File: config.mk
export PLATFORM = sky130hd
export DESIGN_NAME = reaction_ctrl
export DESIGN_NICKNAME = d
export VERILOG_FILES = /design/src/rtl/reaction_ctrl.sv
export SDC_FILE = /design/constraint.sdc
export NUM_CORES = 1
export LEC_CHECK = 0
export ABC_AREA = 1
export BUFFER_PORTS_ARGS = -buffer_cell sky130_fd_sc_hd__buf_2
export CAP_MARGIN = 20
export CORE_UTILIZATION = 30
export CTS_CLUSTER_DIAMETER = 30
export DETAILED_ROUTE_END_ITERATION = 6
export REMOVE_ABC_BUFFERS = 1
export SLEW_MARGIN = 15
export SYNTH_ARGS = -nofsm -noshare
export SYNTH_HDL_FRONTEND = slang
export SYNTH_SLANG_ARGS = --single-unit
File: constraint.sdc
create_clock -name clk -period 2.9 [get_ports clk]
set_input_delay 0.29 -clock clk [delete_from_list [all_inputs] [get_ports clk]]
set_output_delay 0.29 -clock clk [all_outputs]
set_load 0.1 [all_outputs]
File: src/rtl/reaction_ctrl.sv
`default_nettype none
// +--------------------------------------------------------------------------+
// | Module   : reaction_ctrl                                                 |
// | Purpose  : Reaction-time game controller: random pre-go delay, ms timer, |
// |            false-start detection. Define BEST_TIME_EN for best-time.     |
// | Revision : 1.0                                                           |
// +--------------------------------------------------------------------------+
module reaction_ctrl #(
  parameter int TICK_DIV     = 50000,
  parameter int MIN_DELAY_MS = 1000
) (
  input  logic        clk,
  input  logic        reset,
  input  logic        btn,
  input  logic        show_best,
  output logic [13:0] value,
  output logic        show_error,
  output logic        led,
  output logic        round_done
);

  localparam logic [15:0] c_lfsr_seed  = 16'hACE1;
  localparam logic [13:0] c_ms_max     = 14'd9999;
  localparam logic [15:0] c_min_delay  = 16'(MIN_DELAY_MS);
  localparam int          c_presc_w    = (TICK_DIV > 1) ? $clog2(TICK_DIV) : 1;
  localparam logic [c_presc_w-1:0] c_presc_last = c_presc_w'(TICK_DIV - 1);

  typedef enum logic [2:0] {
    S_IDLE   = 3'd0,
    S_WAIT   = 3'd1,
    S_GO     = 3'd2,
    S_RESULT = 3'd3,
    S_ERROR  = 3'd4
  } state_t;

  state_t                 r_state, w_state_next;
  logic                   r_sync1, r_sync2, r_btn_prev, r_armed;
  logic [1:0]             r_fill;
  logic [15:0]            r_lfsr;
  logic [c_presc_w-1:0]   r_presc;
  logic [15:0]            r_delay, w_delay_next;
  logic [13:0]            r_ms, w_ms_next;
  logic [13:0]            r_result, w_result_next;
  logic [13:0]            r_value, w_value_next;
  logic                   r_show_error, r_led, r_round_done, r_entered;
  logic                   w_btn_rise, w_tick, w_presc_clr, w_lfsr_fb;
  logic [15:0]            w_delay_load;

  // A button already held across reset must first be seen low (after the
  // synchronizer has filled) before any rising edge is accepted.
  always_ff @(posedge clk or posedge reset) begin
    if (reset) begin
      r_sync1    <= 1'b0;
      r_sync2    <= 1'b0;
      r_btn_prev <= 1'b0;
      r_fill     <= 2'b00;
      r_armed    <= 1'b0;
    end else begin
      r_sync1    <= btn;
      r_sync2    <= r_sync1;
      r_btn_prev <= r_sync2;
      r_fill     <= {r_fill[0], 1'b1};
      if (r_fill[1] && !r_sync2) r_armed <= 1'b1;
    end
  end

  assign w_btn_rise   = r_sync2 & ~r_btn_prev & r_armed;
  assign w_lfsr_fb    = r_lfsr[15] ^ r_lfsr[13] ^ r_lfsr[12] ^ r_lfsr[10];
  assign w_tick       = (r_presc == c_presc_last);
  assign w_delay_load = c_min_delay + {6'd0, r_lfsr[9:0]};
  assign w_presc_clr  = (w_state_next != r_state) &&
                        ((w_state_next == S_WAIT) || (w_state_next == S_GO));

  always_comb begin
    w_state_next  = r_state;
    w_delay_next  = r_delay;
    w_ms_next     = r_ms;
    w_result_next = r_result;
    case (r_state)
      S_IDLE: begin
        if (w_btn_rise) begin
          w_state_next = S_WAIT;
          w_delay_next = w_delay_load;
        end
      end
      S_WAIT: begin
        if (w_btn_rise) begin
          w_state_next = S_ERROR;
        end else if (w_tick) begin
          w_delay_next = r_delay - 16'd1;
          if (r_delay <= 16'd1) begin
            w_state_next = S_GO;
            w_ms_next    = '0;
          end
        end
      end
      S_GO: begin
        if (w_btn_rise) begin
          w_state_next  = S_RESULT;
          w_result_next = r_ms;
        end else if (w_tick) begin
          if (r_ms == c_ms_max) begin
            w_state_next  = S_RESULT;
            w_result_next = c_ms_max;
          end else begin
            w_ms_next = r_ms + 14'd1;
          end
        end
      end
      S_RESULT: begin
        if (w_btn_rise) begin
          w_state_next = S_WAIT;
          w_delay_next = w_delay_load;
        end
      end
      S_ERROR: begin
        if (w_btn_rise) w_state_next = S_IDLE;
      end
      default: w_state_next = S_IDLE;
    endcase
  end

  always_ff @(posedge clk or posedge reset) begin
    if (reset) begin
      r_state  <= S_IDLE;
      r_lfsr   <= c_lfsr_seed;
      r_presc  <= '0;
      r_delay  <= '0;
      r_ms     <= '0;
      r_result <= '0;
    end else begin
      r_state  <= w_state_next;
      r_lfsr   <= {r_lfsr[14:0], w_lfsr_fb};
      r_presc  <= (w_presc_clr || w_tick) ? '0 : r_presc + 1'b1;
      r_delay  <= w_delay_next;
      r_ms     <= w_ms_next;
      r_result <= w_result_next;
    end
  end

`ifdef BEST_TIME_EN
  logic [13:0] r_best;

  // Only a real press lowers best; a timeout result is never a record.
  always_ff @(posedge clk or posedge reset) begin
    if (reset) begin
      r_best <= c_ms_max;
    end else if ((r_state == S_GO) && w_btn_rise && (r_ms < r_best)) begin
      r_best <= r_ms;
    end
  end
`else
  logic w_unused_show_best;
  assign w_unused_show_best = show_best;
`endif

  always_comb begin
    w_value_next = '0;
    if (r_state == S_RESULT) w_value_next = r_result;
`ifdef BEST_TIME_EN
    if (show_best && ((r_state == S_IDLE) || (r_state == S_RESULT))) w_value_next = r_best;
`endif
  end

  // Outputs follow the registered state, so they lag a transition by one cycle.
  always_ff @(posedge clk or posedge reset) begin
    if (reset) begin
      r_value      <= '0;
      r_show_error <= 1'b0;
      r_led        <= 1'b0;
      r_entered    <= 1'b0;
      r_round_done <= 1'b0;
    end else begin
      r_value      <= w_value_next;
      r_show_error <= (r_state == S_ERROR);
      r_led        <= (r_state == S_GO);
      r_entered    <= (w_state_next != r_state);
      r_round_done <= r_entered && ((r_state == S_RESULT) || (r_state == S_ERROR));
    end
  end

  assign value      = r_value;
  assign show_error = r_show_error;
  assign led        = r_led;
  assign round_done = r_round_done;

endmodule
`default_nettype wire

== Yosys cells after proc, flatten, opt, wreduce, memory -nomap -nowiden ==
Cells that the tools add are included.
W data, S select, Z words.

* Register bits after elaboration: 103
* Output and inout bits: 17
* Word-level logic and storage cells: 84
* Bits of input ports: 4

* Reduce and logical (&&, ||, !) cells: 16
* $add $sub $neg: 4
* Multiplexer cells: 25
* $lt $le $gt $ge: 1
* Eq/ne operators: 16
* Bitwise logic cells: 6

{| class="wikitable"
|+ Operator list
! cell !! count
|-
| $mux W14 || 10
|-
| $mux W16 || 4
|-
| $pmux W16 S2 || 1
|-
| $pmux W14 S2 || 1
|-
| $mux W3 || 8
|-
| $add A16 B1 Y16 const B || 1
|-
| $eq A16 B16 Y1 const B || 1
|-
| $le A16 B1 Y1 const B || 1
|-
| $sub A16 B1 Y16 const B || 1
|-
| $add A14 B1 Y14 const B || 1
|-
| $eq A14 B14 Y1 const B || 1
|-
| $ne A2 B2 Y1 const B || 6
|-
| $pmux W3 S4 || 1
|-
| $add A10 B10 Y11 const A || 1
|-
| $eq A3 B2 Y1 const B || 3
|-
| $reduce_bool A2 Y1 || 4
|-
| $reduce_and A7 Y1 || 1
|-
| $eq A3 B1 Y1 const B || 2
|-
| $reduce_and A4 Y1 || 1
|-
| $eq A3 B3 Y1 const B || 1
|-
| $logic_and A1 B1 Y1 || 3
|-
| $logic_not A3 Y1 || 1
|-
| $logic_or A1 B1 Y1 || 3
|-
| $ne A3 B3 Y1 || 1
|-
| 7 further kinds || 10
|}

== Depth between registers and ports, before layout ==
* Word-level depth: 10
* Gate-level depth with buffers: 16

== Worst setup path after synthesis ==
Ideal clock, no wire load.

* Kind: register -> register
* Start: register r_ms[0]
* End: register r_presc[12]
* Path buffers: 2
* Arrival: 1.776 ns
* Required time: 2.776 ns
* Stages on the path, launching flop included: 16
* Setup slack: 1.000 ns
* Path through: dfrtp_1 > ha_1 > nand3_1 > nor2_1 > nand2_1 > nand2_2 > nand3_2 > buf_6 > nand2_2 > nor2_1 > nand2_2 > nand2_2 > nand2_2 > nand2_4 > buf_12 > nor2_4

* Cells in the longest elaborated chain, start to end: 10
* Elaborated cells on any way between the ends: 12
* Those cells by class: 4 x eq/ne; 5 x mux; 3 x reduce/logical

{| class="wikitable"
|+ Ends and longest elaborated chain
! what !! line !! text
|-
| start: declaration || 42 || <nowiki>logic [13:0] r_ms, w_ms_next;</nowiki>
|-
| start signal: assignment || 136 || <nowiki>r_ms <= w_ms_next;</nowiki>
|-
| $eq A14 B14 Y1 * || 102 || <nowiki>if (r_ms == c_ms_max) begin</nowiki>
|-
| $mux W3 * || 102 ||
|-
| $mux W3 * || 101 || <nowiki>end else if (w_tick) begin</nowiki>
|-
| $mux W3 * || 98 || <nowiki>if (w_btn_rise) begin</nowiki>
|-
| $pmux W3 S4 * || 79 || <nowiki>case (r_state)</nowiki>
|-
| $eq A3 B1 Y1 or $eq A3 B2 Y1 (tied branches) || 72 || <nowiki>((w_state_next == S_WAIT) || (w_state_next == S_GO));</nowiki>
|-
| $logic_or A1 B1 Y1 || 72 ||
|-
| $logic_and A1 B1 Y1 * || 71 || <nowiki>assign w_presc_clr = (w_state_next != r_state) &&</nowiki>
|-
| $logic_or A1 B1 Y1 * || 134 || <nowiki>r_presc <= (w_presc_clr || w_tick) ? '0 : r_presc + 1'b1;</nowiki>
|-
| $mux W16 * || 134 ||
|-
| end signal: assignment || 134 ||
|-
| end: declaration || 40 || <nowiki>logic [c_presc_w-1:0] r_presc;</nowiki>
|}

Every way passes the cells marked *; elsewhere a longest branch is shown, timed or not.
A chain may end at the register's enable or synchronous reset.

== Final worst setup path ==
* Start: register r_ms[0]
* End: register r_presc[15]

* Cells in the longest elaborated chain, start to end: 10
* Elaborated cells on any way between the ends: 12
* Those cells by class: 4 x eq/ne; 5 x mux; 3 x reduce/logical

{| class="wikitable"
|+ Ends and longest elaborated chain
! what !! line !! text
|-
| $eq A14 B14 Y1 * || 102 ||
|-
| $mux W3 * || 102 ||
|-
| $mux W3 * || 101 ||
|-
| $mux W3 * || 98 ||
|-
| $pmux W3 S4 * || 79 ||
|-
| named net w_state_next[0] || 36 || <nowiki>state_t r_state, w_state_next;</nowiki>
|-
| $eq A3 B1 Y1 or $eq A3 B2 Y1 (tied branches) || 72 ||
|-
| $logic_or A1 B1 Y1 || 72 ||
|-
| $logic_and A1 B1 Y1 * || 71 ||
|-
| $logic_or A1 B1 Y1 * || 134 ||
|-
| $mux W16 * || 134 ||
|}

The timed path passes the listed nets; every way through them passes the cells marked *.

==> impl_metrics.toml <==
[outcome]
status = "finished clean"

[clocking]
clockBufferDepth = 2
clk_pin_slew_worst_paths_ns = 0.07
cts_root_buffer = "clkbuf_16"
cts_tree = "done"
numCtsBuffers = 9
hold_buffers = 0
cts_sinks = 103
cts_resized = 0
clk_latency_ns = 0.35
h-tree-depth = 3
cts_setup_buffers = 0

[placement]
port_buffers = 19
hpwl_mm = 6.725
gp_congestion = 0.8482
dp_worst_setup_slack_ns = 0.5475

[synth]
yosysSeqAreaShare = 0.5250
synth_top_family_by_area = "simple AND/OR/NAND/NOR gates"
synth-simple-area-share = 0.2554
postSynthCellCount = 552
synth-xor-area-share = 0.04087
ys_seq_elements = 103
ys_warn_count = 0
synth_area_sq_mm = 0.004928
synth-adder-area-share = 0.01269
synth_compound_area_frac = 0.09038
synth.avg_cell_area_sq_um = 8.928
synth.distinct_cells = 39
synthMuxAreaShare = 0

[global_routing]
grt_max_degree = 62
grt_pass1_vias = 3543
antenna_found_initial = 0
grt_pass1_wl_mm = 16.35
grtUsageTotal = 0.1219
grt_overflow = 0

[die]
start_util = 0.3091
rows = 46
ioPinCount = 21
die_x_microns = 130.2
die_y_microns = 130.2
core_area_sq_mm = 0.01594
die_area_sq_mm = 0.01694

[worst_setup_path]
cp.arrival_ns = 2.59
path_delay_family = "simple AND/OR/NAND/NOR gates"
r2r-end = "r_presc[15]$_DFF_PP0_"
cp_cell_sequence = "ha_1 > nand3_1 > nor2_1 > nand2_1 > nand2_2 > nand3_2 > nand3_2 > nand2_1 > nand2_1 > nand2_2 > nand2_4 > nor2_1"
crit_type = "reg -> reg"
rrSetupSlack_ns = 0.53
cpMaxStageDelayCell = "dfrtp_1"
max_stage_delay_ns = 0.44
ff2ff_path_depth = 12
crit_top_cell = "nand2_1"
crit_required_ns = 3.12
cp-end-kind = "flop"
r2r_start = "r_ms[0]$_DFFE_PP0P_"
start_kind = "flop"
crit_buf_inv = 0
critPathMaxFanout = 16

[power_and_ir_drop]
p_per_area_mw_per_mm2 = 716.6
p_leak_nw = 2.558
ir_drop_v = 0.0003147

[worst_hold_path]
holdPathEnd = "r_sync1$_DFF_PP0_"
min_path_type = "in -> reg"
worstHoldStart = "btn"
whs_path_depth = 1

[routing]
wirelength_mm = 9.484
drc = 0
vias = 3663
first_pass_iters = 5
post_drt_wl_per_cell_microns = 11.90
drt_iter0_drc = 224
viasPerCell = 4.596
antenna_left = 0

[sta]
final.min_clock_period_ns = 2.366
final-setup-viol-count = 0
rsz0062_at_grt = "false"
final.setup_skew_ns = 0.01103
max_freq_mhz = 422.6
slew_headroom = 0.4886
fin_crit_sh = 0.8160
tightest_slew_ns = 0.7671
slew_viol_final = 0
hold_viol = 0
layout_setup_ws_ns = 0.5337

[finish]
drive_gt1_frac = 0.1670
mostFrequentLayoutCell = "dfrtp_1"
n_fill_cell = 1621
mostFrequentLayoutCells = "95 x dfrtp_1, 93 x nand2_1, 67 x nor2_1, 66 x inv_1"
diodes = 0
syn2layout_area_growth_pct = 12.95
finalNetCount = 585
fin_util = 0.3492

[job]
maxCapViolations = 0
## how the worst max path moves through the flow
stage | startpoint | end | slack (ns) | cells past startpoint
3_5_place_dp | r_ms[0]$_DFFE_PP0P_ | r_presc[2]$_DFF_PP0_ | 0.55 | 12
6_report | r_ms[0]$_DFFE_PP0P_ | r_presc[15]$_DFF_PP0_ | 0.53 | 12
5_1_grt | r_ms[0]$_DFFE_PP0P_ | r_presc[15]$_DFF_PP0_ | 0.27 | 12
3_3_place_gp | r_ms[0]$_DFFE_PP0P_ | r_presc[15]$_DFF_PP0_ | 0.57 | 12
4_1_cts | r_ms[0]$_DFFE_PP0P_ | r_presc[2]$_DFF_PP0_ | 0.53 | 12
2_1_floorplan | reset | led$_DFF_PP0_ | -0.08 | 1
## registers in the layout, summed over array words and instances (netlist names)
name,flops
r_result,14
r_fill,2
r_btn_prev,1
r_state,3
r_sync1,1
r_ms,14
r_presc,16
r_delay,16
show_error,1
r_entered,1
r_lfsr,16
value,14
led,1
round_done,1
r_sync2,1
r_armed,1
## worst register-to-register path, delay by kind of cell (launching register included)
family | cells | cell delay, ns
simple gates | 11 | 1.48
fa+ha+maj | 1 | 0.31
flops | 1 | 0.44
## report_power, final
part           switching, mW  total [mW]  internal [mW]
Clock                  0.514        1.23          0.717
Sequential             0.141        1.72           1.58
Combinational          0.730        1.04          0.309
## synth_stat cells
master | instances | area, sq um
a21oi_1 | 15 | 75.07
inv_1 | 67 | 251.5
nor2_1 | 67 | 251.5
buf_4 | 1 | 7.510
buf_12 | 1 | 20.02
nand3_1 | 27 | 135.1
dfstp_2 | 8 | 210.2
o21ai_0 | 27 | 135.1
o211ai_1 | 2 | 15.01
nor3_1 | 7 | 35.03
nand2_2 | 11 | 68.82
nand3_2 | 5 | 50.05
conb_1 | 1 | 3.750
o22ai_1 | 6 | 37.54
nand3_4 | 1 | 17.52
a21boi_0 | 1 | 7.510
inv_2 | 11 | 41.29
nor4_1 | 5 | 31.28
buf_2 | 3 | 15.01
clkbuf_1 | 3 | 11.26
a21oi_2 | 1 | 8.760
ha_1 | 5 | 62.56
nor2_4 | 11 | 123.9
xor2_1 | 17 | 148.9
o21ai_1 | 8 | 40.04
nor3b_2 | 1 | 12.51
nand4_1 | 17 | 106.4
o31ai_1 | 6 | 45.04
nand2_1 | 93 | 349.1
a31oi_1 | 2 | 12.51
or2_2 | 1 | 6.260
dfrtp_1 | 95 | 2377
nor3_4 | 1 | 16.27
a22oi_1 | 8 | 60.06
nor2_2 | 7 | 43.79
xnor2_1 | 6 | 52.55
nand2_4 | 1 | 11.26
o22a_1 | 1 | 8.760
buf_6 | 2 | 22.52
## metrics by stage
stage | instances | hold slack [ns] | power [mW] | cell area, sq um | TNS, ns
detailed placement | 781 | 0.3411 | 2.784 | 5263 | 0
global placement | 781 | 0.3353 | 2.758 | 5263 | 0
floorplan | 542 | 0.3214 | 2.552 | 4852 | -7.657
CTS | 797 | 0.05404 | 4.028 | 5567 | 0
finish | 797 | 0.06209 | 3.989 | 5567 | 0
global route | 797 | 0.05775 | 4.231 | 5567 | 0
## area by class of cell
cell class                      instances  area [sq um]  area share
Clock buffer                           13         260.3     0.04675
Clock inverter                          3         43.79    0.007867
Inverter                               78         295.3     0.05305
Multi-Input combinational cell        361          1972      0.3542
Sequential cell                       103          2587      0.4648
Tap cell                              216         270.3     0.04855
Timing Repair Buffer                   23         137.6     0.02472
## routing by layer
| metal | vias to the layer above | part of all wire | GRT usage |
|---|---|---|---|
| met5 | - | 0 | 0 |
| met4 | 0 | 0.021 | 0.06224 |
| met3 | 12 | 0.017 | 0.01230 |
| met2 | 34 | 0.47 | 0.2065 |
| met1 | 1780 | 0.49 | 0.1545 |
| li1 | 1837 | - | - |
## logic make-up (layout without fill, tap and decap cells)
logic type | after synthesis | in the layout
AO/OA/AOI/OAI | 77 | 77
XOR/XNOR | 23 | 23
adder cells (fa/ha/maj) | 5 | 5
buffers and inverters | 88 | 117
flip-flops | 103 | 103
other | 1 | 1
AND/OR/NAND/NOR | 255 | 255
Power figures use the tool's default switching activity.
